### config.mk
export PLATFORM = sky130hd
export DESIGN_NAME = dl_object_writer
export DESIGN_NICKNAME = d
export VERILOG_FILES = /design/src/rtl/dl_object_writer.sv
export SDC_FILE = /design/constraint.sdc
export NUM_CORES = 1
export LEC_CHECK = 0
export ABC_AREA = 1
export BUFFER_PORTS_ARGS = -buffer_cell sky130_fd_sc_hd__buf_2
export CAP_MARGIN = 40
export CORE_UTILIZATION = 56
export DETAILED_ROUTE_END_ITERATION = 7
export PLACE_DENSITY = 0.8
export SETUP_SLACK_MARGIN = 0.02
export SKIP_LAST_GASP = 1
export SLEW_MARGIN = 20
export SYNTH_ARGS = -nofsm -noshare
export SYNTH_HDL_FRONTEND = slang
export SYNTH_SLANG_ARGS = --single-unit
### constraint.sdc
create_clock -name SYSCLK -period 2.05 [get_ports SYSCLK]
set_input_delay 0.1025 -clock SYSCLK [delete_from_list [all_inputs] [get_ports SYSCLK]]
set_output_delay 0.1025 -clock SYSCLK [all_outputs]
set_load 0.005 [all_outputs]
### src/rtl/dl_object_writer.sv
// Purpose: walks one zone's display list, decodes 4/5-byte object headers and streams each object's graphics bytes to the line RAM.
// Latency: one cycle per accepted header byte, one LOAD cycle, then FETCH (>=1 cycle, until GFX_VALID) + WRITE per graphics byte.
// Backpressure: DL_VALID/DL_READY handshake on list bytes; GFX_REQ is held with a stable address until GFX_VALID.
module dl_object_writer (
  input  logic        SYSCLK,
  input  logic        RESET_N,
  input  logic        START,
  input  logic [3:0]  OFFSET,
  input  logic [7:0]  DL_DATA,
  input  logic        DL_VALID,
  output logic        DL_READY,
  output logic [15:0] GFX_ADDR,
  output logic        GFX_REQ,
  input  logic [7:0]  GFX_DATA,
  input  logic        GFX_VALID,
  output logic [7:0]  INPUT_ADDR,
  output logic        INPUT_W,
  output logic [2:0]  PALETTE,
  output logic        PALETTE_W,
  output logic        WM,
  output logic        WM_W,
  output logic [7:0]  PIXELS,
  output logic        PIXELS_W,
  output logic        BUSY,
  output logic        DONE
);

  typedef enum logic [3:0] {
    IDLE, H0, H1, H2, H3, H4, LOAD, FETCH, WRITE, END
  } state_e;

  state_e      state_q, state_d;
  logic [7:0]  addr_lo_q, addr_lo_d;
  logic [7:0]  addr_hi_q, addr_hi_d;
  logic [2:0]  hdr_pal_q, hdr_pal_d;
  logic [4:0]  width_q, width_d;
  logic        hdr_wm_q, hdr_wm_d;
  logic        five_q, five_d;
  logic [5:0]  count_q, count_d;
  logic [15:0] gfx_addr_q, gfx_addr_d;
  logic        gfx_req_q, gfx_req_d;
  logic [7:0]  input_addr_q, input_addr_d;
  logic        input_w_q, input_w_d;
  logic [2:0]  palette_q, palette_d;
  logic        palette_w_q, palette_w_d;
  logic        wm_q, wm_d;
  logic        wm_w_q, wm_w_d;
  logic [7:0]  pixels_q, pixels_d;
  logic        pixels_w_q, pixels_w_d;
  logic        done_q, done_d;

  logic        dl_fire;
  logic        load_now;

  assign DL_READY   = (state_q == H0) || (state_q == H1) || (state_q == H2) ||
                      (state_q == H3) || (state_q == H4);
  assign BUSY       = (state_q != IDLE);
  assign dl_fire    = DL_VALID && DL_READY;

  assign GFX_ADDR   = gfx_addr_q;
  assign GFX_REQ    = gfx_req_q;
  assign INPUT_ADDR = input_addr_q;
  assign INPUT_W    = input_w_q;
  assign PALETTE    = palette_q;
  assign PALETTE_W  = palette_w_q;
  assign WM         = wm_q;
  assign WM_W       = wm_w_q;
  assign PIXELS     = pixels_q;
  assign PIXELS_W   = pixels_w_q;
  assign DONE       = done_q;

  // Next-state and next-output decode; strobes are computed one cycle ahead so they leave as flops.
  always_comb begin
    state_d      = state_q;
    addr_lo_d    = addr_lo_q;
    addr_hi_d    = addr_hi_q;
    hdr_pal_d    = hdr_pal_q;
    width_d      = width_q;
    hdr_wm_d     = hdr_wm_q;
    five_d       = five_q;
    count_d      = count_q;
    gfx_addr_d   = gfx_addr_q;
    gfx_req_d    = 1'b0;
    input_addr_d = input_addr_q;
    input_w_d    = 1'b0;
    palette_d    = palette_q;
    palette_w_d  = 1'b0;
    wm_d         = wm_q;
    wm_w_d       = 1'b0;
    pixels_d     = pixels_q;
    pixels_w_d   = 1'b0;
    done_d       = 1'b0;
    load_now     = 1'b0;

    case (state_q)
      IDLE: begin
        if (START) state_d = H0;
      end
      H0: begin
        if (dl_fire) begin
          addr_lo_d = DL_DATA;
          state_d   = H1;
        end
      end
      H1: begin
        if (dl_fire) begin
          if (DL_DATA[4:0] != 5'd0) begin
            hdr_pal_d = DL_DATA[7:5];
            width_d   = DL_DATA[4:0];
            five_d    = 1'b0;
            state_d   = H2;
          end else if (DL_DATA[6]) begin
            // Extended header: bit 7 carries write mode, palette/width follow in byte 3.
            hdr_wm_d  = DL_DATA[7];
            five_d    = 1'b1;
            state_d   = H2;
          end else begin
            done_d    = 1'b1;
            state_d   = END;
          end
        end
      end
      H2: begin
        if (dl_fire) begin
          addr_hi_d = DL_DATA;
          state_d   = H3;
        end
      end
      H3: begin
        if (dl_fire) begin
          if (five_q) begin
            hdr_pal_d = DL_DATA[7:5];
            width_d   = DL_DATA[4:0];
            state_d   = H4;
          end else begin
            load_now  = 1'b1;
          end
        end
      end
      H4: begin
        if (dl_fire) load_now = 1'b1;
      end
      LOAD: begin
        gfx_req_d = 1'b1;
        state_d   = FETCH;
      end
      FETCH: begin
        if (GFX_VALID) begin
          pixels_d   = GFX_DATA;
          pixels_w_d = 1'b1;
          state_d    = WRITE;
        end else begin
          gfx_req_d  = 1'b1;
        end
      end
      WRITE: begin
        count_d = count_q - 6'd1;
        if (count_q == 6'd1) begin
          state_d = H0;
        end else begin
          gfx_addr_d = gfx_addr_q + 16'd1;
          gfx_req_d  = 1'b1;
          state_d    = FETCH;
        end
      end
      END: begin
        state_d = IDLE;
      end
      default: begin
        state_d = IDLE;
      end
    endcase

    // Last header byte is the horizontal position; everything else is already latched.
    if (load_now) begin
      input_addr_d = DL_DATA;
      input_w_d    = 1'b1;
      palette_d    = (five_q && state_q == H3) ? DL_DATA[7:5] : hdr_pal_q;
      palette_w_d  = 1'b1;
      if (five_q) begin
        wm_d   = hdr_wm_q;
        wm_w_d = 1'b1;
      end
      // Width 0 encodes a full 32-byte object.
      count_d    = 6'd32 - {1'b0, width_q};
      gfx_addr_d = {addr_hi_q + {4'd0, OFFSET}, addr_lo_q};
      state_d    = LOAD;
    end
  end

  // State and output registers with asynchronous clear.
  always_ff @(posedge SYSCLK or negedge RESET_N) begin
    if (!RESET_N) begin
      state_q      <= IDLE;
      addr_lo_q    <= 8'd0;
      addr_hi_q    <= 8'd0;
      hdr_pal_q    <= 3'd0;
      width_q      <= 5'd0;
      hdr_wm_q     <= 1'b0;
      five_q       <= 1'b0;
      count_q      <= 6'd0;
      gfx_addr_q   <= 16'd0;
      gfx_req_q    <= 1'b0;
      input_addr_q <= 8'd0;
      input_w_q    <= 1'b0;
      palette_q    <= 3'd0;
      palette_w_q  <= 1'b0;
      wm_q         <= 1'b0;
      wm_w_q       <= 1'b0;
      pixels_q     <= 8'd0;
      pixels_w_q   <= 1'b0;
      done_q       <= 1'b0;
    end else begin
      state_q      <= state_d;
      addr_lo_q    <= addr_lo_d;
      addr_hi_q    <= addr_hi_d;
      hdr_pal_q    <= hdr_pal_d;
      width_q      <= width_d;
      hdr_wm_q     <= hdr_wm_d;
      five_q       <= five_d;
      count_q      <= count_d;
      gfx_addr_q   <= gfx_addr_d;
      gfx_req_q    <= gfx_req_d;
      input_addr_q <= input_addr_d;
      input_w_q    <= input_w_d;
      palette_q    <= palette_d;
      palette_w_q  <= palette_w_d;
      wm_q         <= wm_d;
      wm_w_q       <= wm_w_d;
      pixels_q     <= pixels_d;
      pixels_w_q   <= pixels_w_d;
      done_q       <= done_d;
    end
  end

endmodule
Yosys cells after proc, flatten, opt, wreduce, memory -nomap -nowiden
Index checks and enable logic that the tools add are counted.
Cells by class
  $add $sub $neg: 4
  multipliers: 0
  div/mod/pow operators: 0
  order comparisons: 0
  equality and inequality tests: 22
  shifts and indexed selects: 0
  multiplexer cells: 46
  bitwise gates (word level): 1
  reduce and logical (&&, ||, !) cells: 21
Operators by type and width (number)
  $mux W16: 3
  $mux W4: 10
  $pmux W4 S9: 1
  $ne A3 B3 Y1 const B: 7
  $mux W5: 4
  $mux W3: 6
  $add A16 B1 Y16 const B: 1
  $eq A4 B3 Y1 const B: 4
  $mux W1: 16
  $mux W6: 2
  $ne A2 B2 Y1 const B: 5
  $pmux W5 S2: 1
  $reduce_and A2 Y1: 5
  $add A8 B4 Y8: 1
  $eq A4 B2 Y1 const B: 2
  $reduce_and A8 Y1: 1
  $eq A6 B1 Y1 const B: 1
  $pmux W3 S2: 1
  $reduce_bool A2 Y1: 3
  $sub A6 B1 Y6 const B: 1
  $sub A6 B5 Y6 const A: 1
  $reduce_and A5 Y1: 1
  $reduce_bool A5 Y1: 1
  $eq A4 B1 Y1 const B: 1
  11 further kinds: 15
Word-level totals
  register bits: 77
  bits in latches: 0
  memory bits (writable): 0
  memory bits (read-only): 0
  memories kept: 0

Depth between registers and ports, before layout
Gate-level depths: netlist (run 1).
  depth in word-level cells: 10
  gate-level depth with buffers: 13
  gate-level depth less buffers: 13

Worst setup path before layout (run 1)
OpenSTA, ideal clock, no wires.
  kind: reg-to-reg
  start: register addr_hi_q[0]
  end: register gfx_addr_q[14], in the netlist GFX_ADDR[14]
  arrival time: 1.436 ns
  required time: 1.933 ns
  slack: 0.497 ns
  cell stages (with the launch flop): 14
  period minus slack after synthesis: 1.553 ns
  path through: dfrtp_1 ha_1 inv_1 fa_1 inv_1 nand3_1 nand2_1 nand2_1 nand2_1 nand2_1 nand2_1 nand2_1 nand2_1 nand2_1
Between the ends
  cells in the longest elaborated chain, start to end: 2
RTL lines
  from (decl): RTL line 34  | logic [7:0] addr_hi_q, addr_hi_d;
  from (signal assigned): RTL line 216  | addr_hi_q <= addr_hi_d;
  $add A8 B4 Y8: RTL line 186  | gfx_addr_d = {addr_hi_q + {4'd0, OFFSET}, addr_lo_q};
  $mux W16: RTL line 175  | if (load_now) begin
  to (signal assigned): RTL line 222  | gfx_addr_q <= gfx_addr_d;
  to (decl): RTL line 40  | logic [15:0] gfx_addr_q, gfx_addr_d;
No other way between the ends.
A chain may end at the register's enable or synchronous reset.

Final worst setup path (run 1)
  start: register state_q[1]
  end: register gfx_addr_q[12], in the netlist GFX_ADDR[12]
Between the ends
  cells in the longest elaborated chain, start to end: 10
RTL lines
  from (decl): RTL line 32  | state_e state_q, state_d;
  from (signal assigned): RTL line 214  | state_q <= state_d;
  $eq A4 B1 Y1 / $eq A4 B2 Y1 (equally long branches): RTL line 55  | assign DL_READY = (state_q == H0) || (state_q == H1) || (state_q == H2) ||
  $logic_or A1 B1 Y1 (3 in series): RTL line 55
  $logic_or A1 B1 Y1: RTL line 56  | (state_q == H3) || (state_q == H4);
  $logic_and A1 B1 Y1: RTL line 58  | assign dl_fire = DL_VALID && DL_READY;
  $mux W1, on equally long branches: RTL line 141, 130
  $pmux W1 S2: RTL line 95  | case (state_q)
  $ne A2 B2 Y1 (no line) / $reduce_bool A2 Y1 (equally long branches)
  $reduce_and A2 Y1 (no line)
Several ways; a longest one is shown, not always the timed one.

==> results of run 1 <==
==> flip-flops by register name, summed over array words and instances, names as in the netlist <==
signal      flops
GFX_ADDR       16
INPUT_ADDR      8
PIXELS          8
addr_hi_q       8
addr_lo_q       8
count_q         6
width_q         5
state_q         4
PALETTE         3
hdr_pal_q       3
DONE            1
GFX_REQ         1
PALETTE_W       1
PIXELS_W        1
WM              1
WM_W            1
five_q          1
hdr_wm_q        1
==> per-layer routing <==
metal / vias up / global-route usage, %
met2: 144 / 45.5
li1: 1813 / -
met3: 15 / 4.17
met1: 1760 / 38.5
met5: - / 0
met4: 0 / 9.39
==> cells in the final DEF (no fill, tap or decap), drive strengths merged <==
cell,instances
and2,1
nand2,184
xnor2,6
ha,8
o31ai,1
inv,51
nor2,39
a21oi,5
nand4,8
dfrtp,77
or2,2
clkinvlp,2
a31oi,3
o221ai,1
o211ai,14
nand3b,2
buf,73
fa,1
bufinv,2
dlygate4sd3,9
nand3,33
clkbuf,11
nor3,5
xor2,8
o21ai,51
clkinv,2
==> logic make-up after synthesis <==
kind of cell             Yosys count  share of synthesized area (%)
XOR/XNOR                          14                           3.01
AO/OA/AOI/OAI                     75                           11.1
AND/OR/NAND/NOR                  274                           28.5
buffers and inverters             65                           7.09
adder cells (fa/ha/maj)            9                           2.95
flip-flops                        77                           47.3
==> worst min-delay path, delay by kind of cell <==
kind,cells,cell delay (ns)
buf+inv,1,0.11
simple gates,2,0.16
==> power groups by stage <==
stage	logic, mW	clock network [mW]	registers [mW]
6_report	2.68	1.30	2.72
5_1_grt	3.04	1.37	2.80
4_1_cts	2.67	1.31	2.70
3_5_place_dp	2.64	0	2.72
3_3_place_gp	2.55	0	2.70
2_1_floorplan	1.90	0	2.60
==> stage by stage <==
stage               total power [mW]  instances  util [%]  setup slack [ns]  hold WS (ns)
floorplan                       4.50        514         -             0.497        -0.193
global placement                5.25        670      65.2             0.291       0.00673
detailed placement              5.35        670      65.2             0.278        0.0125
CTS                             6.68        695      69.8             0.228        0.0541
global route                    7.22        695      69.8            0.0519        0.0658
finish                          6.70        695      69.8             0.204        0.0602
==> what timing repair did <==
| action | CTS | global route |
|---|---|---|
| endpoints found under the hold margin | 33 | 0 |
| hold buffers | 9 | 0 |
| setup buffers | 0 | 0 |
==> path summary, 6_finish.rpt <==
kind | start | endpoint | slack (ns) | cells past startpoint
max reg2reg | state_q[1] | GFX_ADDR[12] | 0.20 | 7
max in group asynchronous | RESET_N | INPUT_ADDR[3] | 1.27 | 3
min reg2reg | WM | WM | 0.48 | 2
max | state_q[1] | GFX_ADDR[12] | 0.20 | 7
min in group asynchronous | RESET_N | PALETTE[2] | 0.18 | 2
min | DL_VALID | DONE | 0.06 | 3
==> layout make-up <==
type                    instances  area (um2)
clock buffers                  11         141
clock inverters                 5        83.8
fillers                       574        2090
inverters                      52         195
multi-input cells             372        1860
flip-flops and latches         77        1930
well taps                      96         120
repair buffers                 82         495
==> impl_metrics.csv, run 1 <==
group,metric,value,unit
setup_path,required,2.28,ns
synthesis,ys_warn_count,0,
setup_path,crit_buf_inv,2,
sta,final_max_slew_viol_count,0,
synthesis,synthTopCellsByCount,"nand2_1, dfrtp_1, inv_1",
clock_tree,clock_path_buffers,2,
global_routing,grt_pass1_vias,3486,
power,power_switching,2.72,mW
drt,viasPerCell,5.37,
synthesis,synth_edf_count,0,
global_routing,grt_max_degree,58,
drt,initialDrtViolationCount,307,
cells_and_area,stdcell_area,0.00482,mm2
synthesis,synth_top_area_share,47.3,%
drt,routedLengthMet1,4.50,mm
clock_tree,cts_inserted_buffers,9,
power,power_density,1390,mW/mm2
power,worst_ir_drop_vdd,0.746,mV
placed_design,place_area,0.00451,mm2
sta,rsz0062_at_grt,"no",
setup_path,cp_top_family,"flip-flops",
sta,finalHoldViolCount,0,
drt,wl_per_cell,14.2,um
sta,finalCritPeriodShare,90.1,%
drt,drc,0,
clock_tree,clk_pin_slew,0.09,ns
setup_path,cp-end-kind,"flop",
sta,finClkSkew,0.00983,ns
die,die-width,87.3,um
synthesis,synth_most_common_cell,"nand2_1",
sta,timing.final.crit_period,1.85,ns
global_routing,gr-usage-all-layers,28.0,%
drt,drt_first_pass_iters,5,
synthesis,synthArstFlopShare,100,%
sta,max_freq,542,MHz
drt,vias,3732,
clock_tree,clk_latency,0.35,ns
setup_path,crit_fanout,24,
hold_path,hp-class,"input pin to flop",
placed_design,hpwl,6.91,mm
setup_path,worstSetupPathType,"flop to flop",
die,rows,30,
power,sequentialPowerShare,40.5,%
die,core-area,0.00691,mm2
synthesis,syn-cell-area,0.00407,mm2
sta,tns,0,ns
drt,met2WireLength,4.66,mm
synthesis,syn_area_per_cell,7.93,um2
synthesis,synth-seq-area-share,47.3,%
synthesis,synth-main-ff-cell,"dfrtp_1",
drt,wirelength,9.87,mm
synthesis,synth_cell_types,32,
setup_path,critPathLaunchType,"flop",
power,combPwrFrac,40.0,%
clock_tree,htree_levels,3,
drt,wl_met3,550,um
sta,setup_violations,0,
run,cap_viol_max_count,0,
die,die_area,0.00762,mm2
power,switching_share,40.6,%
global_routing,antenna_found_initial,0,
power,p_leak,2.47,nW
setup_path,crit_path_top_delay_cell,"dfrtp_1",
synthesis,yosysTopAreaCell,"dfrtp_1",
clock_tree,cts_root_buf,"clkbuf_8",
synthesis,syn_nets,548,
synthesis,synth.ff_latch_count,77,
power,p_clk_share,19.4,%
drt,drtAntennaViolNets,0,
die,die_y,87.3,um
synthesis,synth_cells,514,
die,start_util,59.0,%
setup_path,worstPathCellList,"inv_2 > o211ai_1 > nor2_4 > inv_2 > nand2_1 > nand2_1 > o21ai_0",
global_routing,grt_overflow,0,
synthesis,netlist_top_cells_area,"dfrtp_1, nand2_1, inv_1",
sta,max_slew_margin,67.6,%
clock_tree,cts.sinks,77,
outcome,run_status,"completed",
drt,top_layer,"met4",
power,cell_internal_pwr,3.98,mW
cells_and_area,drive_gt1_share,20.4,%
setup_path,crit_arrival,2.07,ns
global_routing,grt_pass1_wl,16.2,mm
cells_and_area,areaGrowthSynthToFinish,18.3,%
setup_path,max_stage_delay,0.53,ns
placed_design,place.gp.congestion,0.951,
cells_and_area,final_net_count,628,
sta,max_slew.worst_pin.slew,0.485,ns
cells_and_area,antenna_cells,0,
placed_design,portBuffers,68,
die,io_pins,69,
clock_tree,cts_tree,"built",
clock_tree,cts_resized,0,
(Power assumes the default switching activity.)
==> inputs of run 2 (changes only) <==
- CELL_PAD_IN_SITES_DETAIL_PLACEMENT: unset -> 0
- CELL_PAD_IN_SITES_GLOBAL_PLACEMENT: unset -> 1
- CORE_UTILIZATION: 56 -> 41
- PLACE_DENSITY: 0.8 -> unset
- PLACE_DENSITY_LB_ADDON: unset -> 0.1
==> run 2 against run 1 <==
Power is 4.5% lower. Critical path type unchanged. Critical path depth up 2. Clock-buffer cell count fell by 2. Non-clock buffer count is 1 higher. Design area increased by 0.34%. Highest routed layer unchanged. Worst setup slack gained 0.046 ns. Die area is 36% higher. Clock power fell by 18%. First-iteration DRC count shrank 41%.
==> impl_metrics.csv, run 2 (synthesis results as in run 1) <==
group,metric,value,unit
sta,max_freq,556,MHz
drt,wl_per_cell,13.4,um
global_routing,antenna_found_initial,0,
sta,timing.final.crit_period,1.80,ns
die,io_pins,69,
global_routing,grt_overflow,0,
sta,max_slew.worst_pin.slew,0.499,ns
sta,finClkSkew,0.00601,ns
clock_tree,clk_latency,0.35,ns
cells_and_area,antenna_cells,0,
setup_path,crit_arrival,2.06,ns
drt,initialDrtViolationCount,180,
power,worst_ir_drop_vdd,0.514,mV
power,p_leak,2.46,nW
cells_and_area,fillCellCount,966,
cells_and_area,register_area,0.00193,mm2
drt,drc,0,
clock_tree,cts_inserted_buffers,9,
placed_design,hpwl,7.19,mm
drt,drtAntennaViolNets,0,
die,die-width,102,um
sta,final_max_slew_viol_count,0,
setup_path,cp-end-kind,"flop",
global_routing,grt_max_degree,44,
clock_tree,clock_path_buffers,2,
power,power,6.40,mW
die,die_area,0.0103,mm2
clock_tree,hold_buffers,9,
cells_and_area,areaGrowthSynthToFinish,18.7,%
setup_path,crit_fanout,13,
global_routing,gr-usage-all-layers,20.8,%
die,start_util,42.1,%
global_routing,grt_pass1_wl,16.3,mm
drt,wirelength,9.82,mm
clock_tree,cts.sinks,77,
clock_tree,cts_resized,0,
die,die_y,102,um
power,power_density,1320,mW/mm2
die,core-area,0.00968,mm2
drt,vias,3497,
cells_and_area,largest_reg_flops,16,
drt,viasPerCell,4.77,
clock_tree,cts_root_buf,"clkbuf_8",
cells_and_area,layout_common_cells,"nand2_1, dfrtp_1, buf_2",
sta,finalCritPeriodShare,87.8,%
clock_tree,cts_tree,"built",
placed_design,place.gp.congestion,0.792,
sta,rsz0062_at_grt,"no",
placed_design,portBuffers,68,
die,rows,36,
sta,tns,0,ns
setup_path,required,2.31,ns
sta,finalHoldViolCount,0,
cells_and_area,layout_commonest_cell,"nand2_1",
clock_tree,postCtsSetupBuffers,0,
global_routing,grt_pass1_vias,3387,
sta,max_slew_margin,66.7,%
drt,drt_first_pass_iters,4,
setup_path,critPathLaunchType,"flop",
clock_tree,htree_levels,3,
clock_tree,clk_pin_slew,0.09,ns
sta,setup_violations,0,
cells_and_area,final_net_count,629,
cells_and_area,multi_input_area,0.00186,mm2
cells_and_area,drive_gt1_share,20.7,%
setup_path,worstSetupPathType,"flop to flop",
run,cap_viol_max_count,0,
hold_path,hp-class,"input pin to flop",
outcome,run_status,"completed",
[run 2: cell count changes in the layout (fill, tap and decap cells not counted)]
cell and delta:
bufinv_16 -2, clkinv_2 +2, buf_12 +1, clkbuf_1 -1
clkbuf_8 -1, clkinv_4 +1, inv_6 +1
[run 2: final cells by class]
class	instances	share of cell area, %
Clock buffer	9	2.56
Clock inverter	7	1.06
Inverter	52	4.04
Multi-Input combinational cell	372	38.4
Sequential cell	77	39.8
Tap cell	133	3.44
Timing Repair Buffer	83	10.7
[run 2: final timing paths]
path	from	end	slack (ns)	cells after the start
max in group asynchronous	RESET_N	width_q[3]	1.19	3
hold reg to reg	PIXELS[5]	PIXELS[5]	0.48	2
setup / recovery	state_q[1]	GFX_ADDR[10]	0.25	9
hold / removal	DL_DATA[5]	PALETTE[0]	0.05	3
min in group asynchronous	RESET_N	count_q[3]	0.27	2
setup reg to reg	state_q[1]	GFX_ADDR[10]	0.25	9
[run 2: metrics by stage]
stage	std cells	hold slack [ns]	util (%)	cell area, um2	setup slack, ns
after global placement	708	0.113	47.2	4570	0.294
after CTS	733	0.0261	49.9	4840	0.247
after detailed placement	708	0.114	47.2	4570	0.255
after global routing	733	0.0417	49.9	4840	0.0405
after floorplan	514	-0.193	-	4070	0.497
final	733	0.0549	49.9	4840	0.250
[run 2: per-layer routing]
layer  global-route usage (%)  wire (um)  vias up
met2                     33.6       4450       70
met3                     3.04        311       10
met1                     28.0       4950     1592
met5                        0          0        -
met4                     8.36        111        0
li1                         -          -     1825
[run 2: report_power, final]
group	total (mW)	internal (mW)	switching [mW]	leakage, nW
registers	2.70	2.14	0.560	0.983
logic	2.64	1.14	1.50	1.39
clock network	1.06	0.443	0.617	0.0856
total	6.40	3.72	2.67	2.46
[run 2: worst max-delay path, cell delays in order, from the launching register on]
cell and delay, ns:
dfrtp_1 0.50, inv_2 0.14, o211ai_1 0.14, nor2_4 0.25
inv_2 0.18, buf_4 0.21, o21ai_0 0.09, nand3_1 0.09
nand2_1 0.07, inv_1 0.03
==> inputs of run 3 (changes only) <==
- BUFFER_PORTS_ARGS: -buffer_cell sky130_fd_sc_hd__buf_2 -> unset
- CORE_UTILIZATION: 41 -> 47
- DONT_BUFFER_PORTS: unset -> 1
==> run 3 against run 2 <==
Sequential cell count is the same. Sequential share of layout area grew 2.3 points. Final cell count shrank 13%. Global-route usage grew 2.6 points. Worst setup slack gained 0.014 ns. Critical path depth shrank 4. Sequential power grew 3%. Clock-buffer cell count grew 4. Clock power grew 28%. Maximum frequency grew 0.76%. Non-clock buffer count shrank 64. Critical path type unchanged. Critical endpoint is now GFX_ADDR[1]. Largest cell class unchanged. Largest power group unchanged.
==> impl_metrics.csv, run 3 (synthesis results as in run 1) <==
group,metric,value,unit
clock_tree,cts_inserted_buffers,9,
power,switching_share,39.9,%
sta,finalHoldViolCount,0,
sta,finClkSkew,0.00959,ns
setup_path,critPathLaunchType,"flop",
die,core-area,0.00830,mm2
cells_and_area,areaGrowthSynthToFinish,12.2,%
power,worst_ir_drop_vdd,0.652,mV
drt,drc,0,
drt,wl_per_cell,14.9,um
placed_design,portBuffers,0,
die,io_pins,69,
die,die_y,95.1,um
drt,routedLengthMet1,4.70,mm
hold_path,whs_path_depth,2,
placed_design,hpwl,6.86,mm
drt,drt_first_pass_iters,5,
power,p_clk_share,21.2,%
clock_tree,cts_tree,"built",
setup_path,cp-end-kind,"flop",
power,power,6.43,mW
global_routing,antenna_found_initial,0,
drt,wirelength,9.53,mm
setup_path,crit_buf_inv,1,
placed_design,place_area,0.00415,mm2
cells_and_area,register_area,0.00193,mm2
outcome,run_status,"completed",
setup_path,crit_top_cell,"o211ai_1",
setup_path,crit_path_top_delay_cell,"dfrtp_1",
sta,rsz0062_at_grt,"no",
clock_tree,cts_root_buf,"clkbuf_8",
cells_and_area,largest_reg_flops,16,
setup_path,crit_fanout,20,
setup_path,required,2.31,ns
die,die-width,95.1,um
sta,final_max_slew_viol_count,0,
setup_path,worstPathCellList,"o211ai_1 > nor2_4 > inv_2 > nand2_1 > o211ai_1",
clock_tree,clock_path_buffers,2,
sta,max_slew_margin,74.1,%
setup_path,max_stage_delay,0.48,ns
setup_path,crit_arrival,2.04,ns
drt,met2WireLength,4.21,mm
clock_tree,htree_levels,3,
power,power_switching,2.57,mW
global_routing,grt_overflow,0,
drt,viasPerCell,5.23,
placed_design,place.gp.congestion,0.844,
drt,drtAntennaViolNets,0,
drt,vias,3355,
sta,max_slew.worst_pin.slew,0.389,ns
drt,top_layer,"met4",
cells_and_area,final_net_count,565,
setup_path,cp_top_family,"compound AO/OA/AOI/OAI gates",
die,die_area,0.00904,mm2
global_routing,grt_pass1_vias,3156,
sta,timing.final.crit_period,1.79,ns
run,cap_viol_max_count,0,
drt,initialDrtViolationCount,174,
power,p_leak,2.21,nW
sta,max_freq,560,MHz
sta,setup_violations,0,
global_routing,grt_pass1_wl,15.8,mm
cells_and_area,fillCellCount,780,
drt,wl_met3,507,um
cells_and_area,antenna_cells,0,
setup_path,rr_worst_depth,5,
cells_and_area,multi_input_area,0.00186,mm2
sta,finalCritPeriodShare,87.1,%
die,start_util,49.1,%
hold_path,hp-class,"input pin to flop",
sta,tns,0,ns
global_routing,grt_max_degree,78,
power,cell_internal_pwr,3.86,mW
setup_path,worstSetupPathType,"flop to flop",
die,rows,33,
global_routing,gr-usage-all-layers,23.3,%
power,combPwrFrac,35.3,%
clock_tree,cts.sinks,77,
cells_and_area,stdcell_area,0.00457,mm2
setup_path,crit_cells,5,
power,power_density,1410,mW/mm2
clock_tree,clk_pin_slew,0.08,ns
cells_and_area,drive_gt1_share,10.3,%
clock_tree,clk_latency,0.34,ns
cells_and_area,layout_common_cells,"nand2_1, dfrtp_1, inv_1",
power,sequentialPowerShare,43.5,%
cells_and_area,layout_commonest_cell,"nand2_1",
## run 3: changes by cell type in the layout (fill, tap and decap cells not counted), moves of 2 or more
| cell | delta |
|---|---|
| clkbuf_8 | +4 |
| bufinv_16 | +2 |
| dlygate4sd3_1 | +5 |
| buf_12 | -2 |
| buf_2 | -67 |
| clkinvlp_4 | -2 |
| clkinv_4 | -2 |
## run 3: cell type report
cell class | count | share of cell area (%)
sequential | 77 | 42.2
multi-input combinational | 372 | 40.8
timing repair buffer | 19 | 4.60
inverter | 52 | 4.27
clock buffer | 13 | 3.91
tap | 105 | 2.87
clock inverter | 3 | 1.42
## run 3: timing repair
action / CTS / global route
setup buffers: 0 / 0
hold endpoints to repair: 98 / 0
hold buffers: 15 / 0
gates resized for setup: 0 / 1
endpoints found under the setup margin: 0 / 2
## run 3: per-stage QoR
| stage | hold WS (ns) | std cells | worst slack, ns | util [%] |
|---|---|---|---|---|
| floorplan | -0.193 | 514 | 0.497 | - |
| global placement | -0.191 | 610 | 0.189 | 50.1 |
| detailed placement | -0.191 | 610 | 0.204 | 50.1 |
| CTS | 0.0134 | 641 | 0.154 | 55.0 |
| global route | 0.0349 | 641 | 0.0667 | 55.1 |
| finish | 0.0296 | 641 | 0.264 | 55.1 |
## run 3: worst paths after layout
path / start / slack [ns] / endpoint
worst max-delay path: state_q[0] / 0.26 / GFX_ADDR[1]
min in group asynchronous: RESET_N / 0.29 / count_q[2]
max in group asynchronous: RESET_N / 1.42 / PALETTE[0]
worst min register to register: hdr_pal_q[2] / 0.49 / hdr_pal_q[2]
worst max register to register: state_q[0] / 0.26 / GFX_ADDR[1]
worst min-delay path: DL_DATA[7] / 0.03 / addr_hi_q[7]
## run 3: worst register-to-register path, cell delays in order (launching register included)
cell	delay, ns
dfrtp_1	0.48
o211ai_1	0.30
nor2_4	0.10
inv_2	0.28
nand2_1	0.29
o211ai_1	0.24
## run 3: metal layers
layer  GRT usage, %  vias up
met3           4.86        7
li1               -     1697
met2           33.2       81
met5              0        -
met4           9.97        0
met1           34.2     1570
## run 3: power groups by stage
stage / combinational [mW] / sequential (mW) / clock, mW
5_1_grt: 2.63 / 2.90 / 1.45
3_3_place_gp: 2.18 / 2.81 / 0
2_1_floorplan: 1.90 / 2.60 / 0
4_1_cts: 2.28 / 2.80 / 1.39
3_5_place_dp: 2.21 / 2.82 / 0
6_report: 2.27 / 2.79 / 1.36
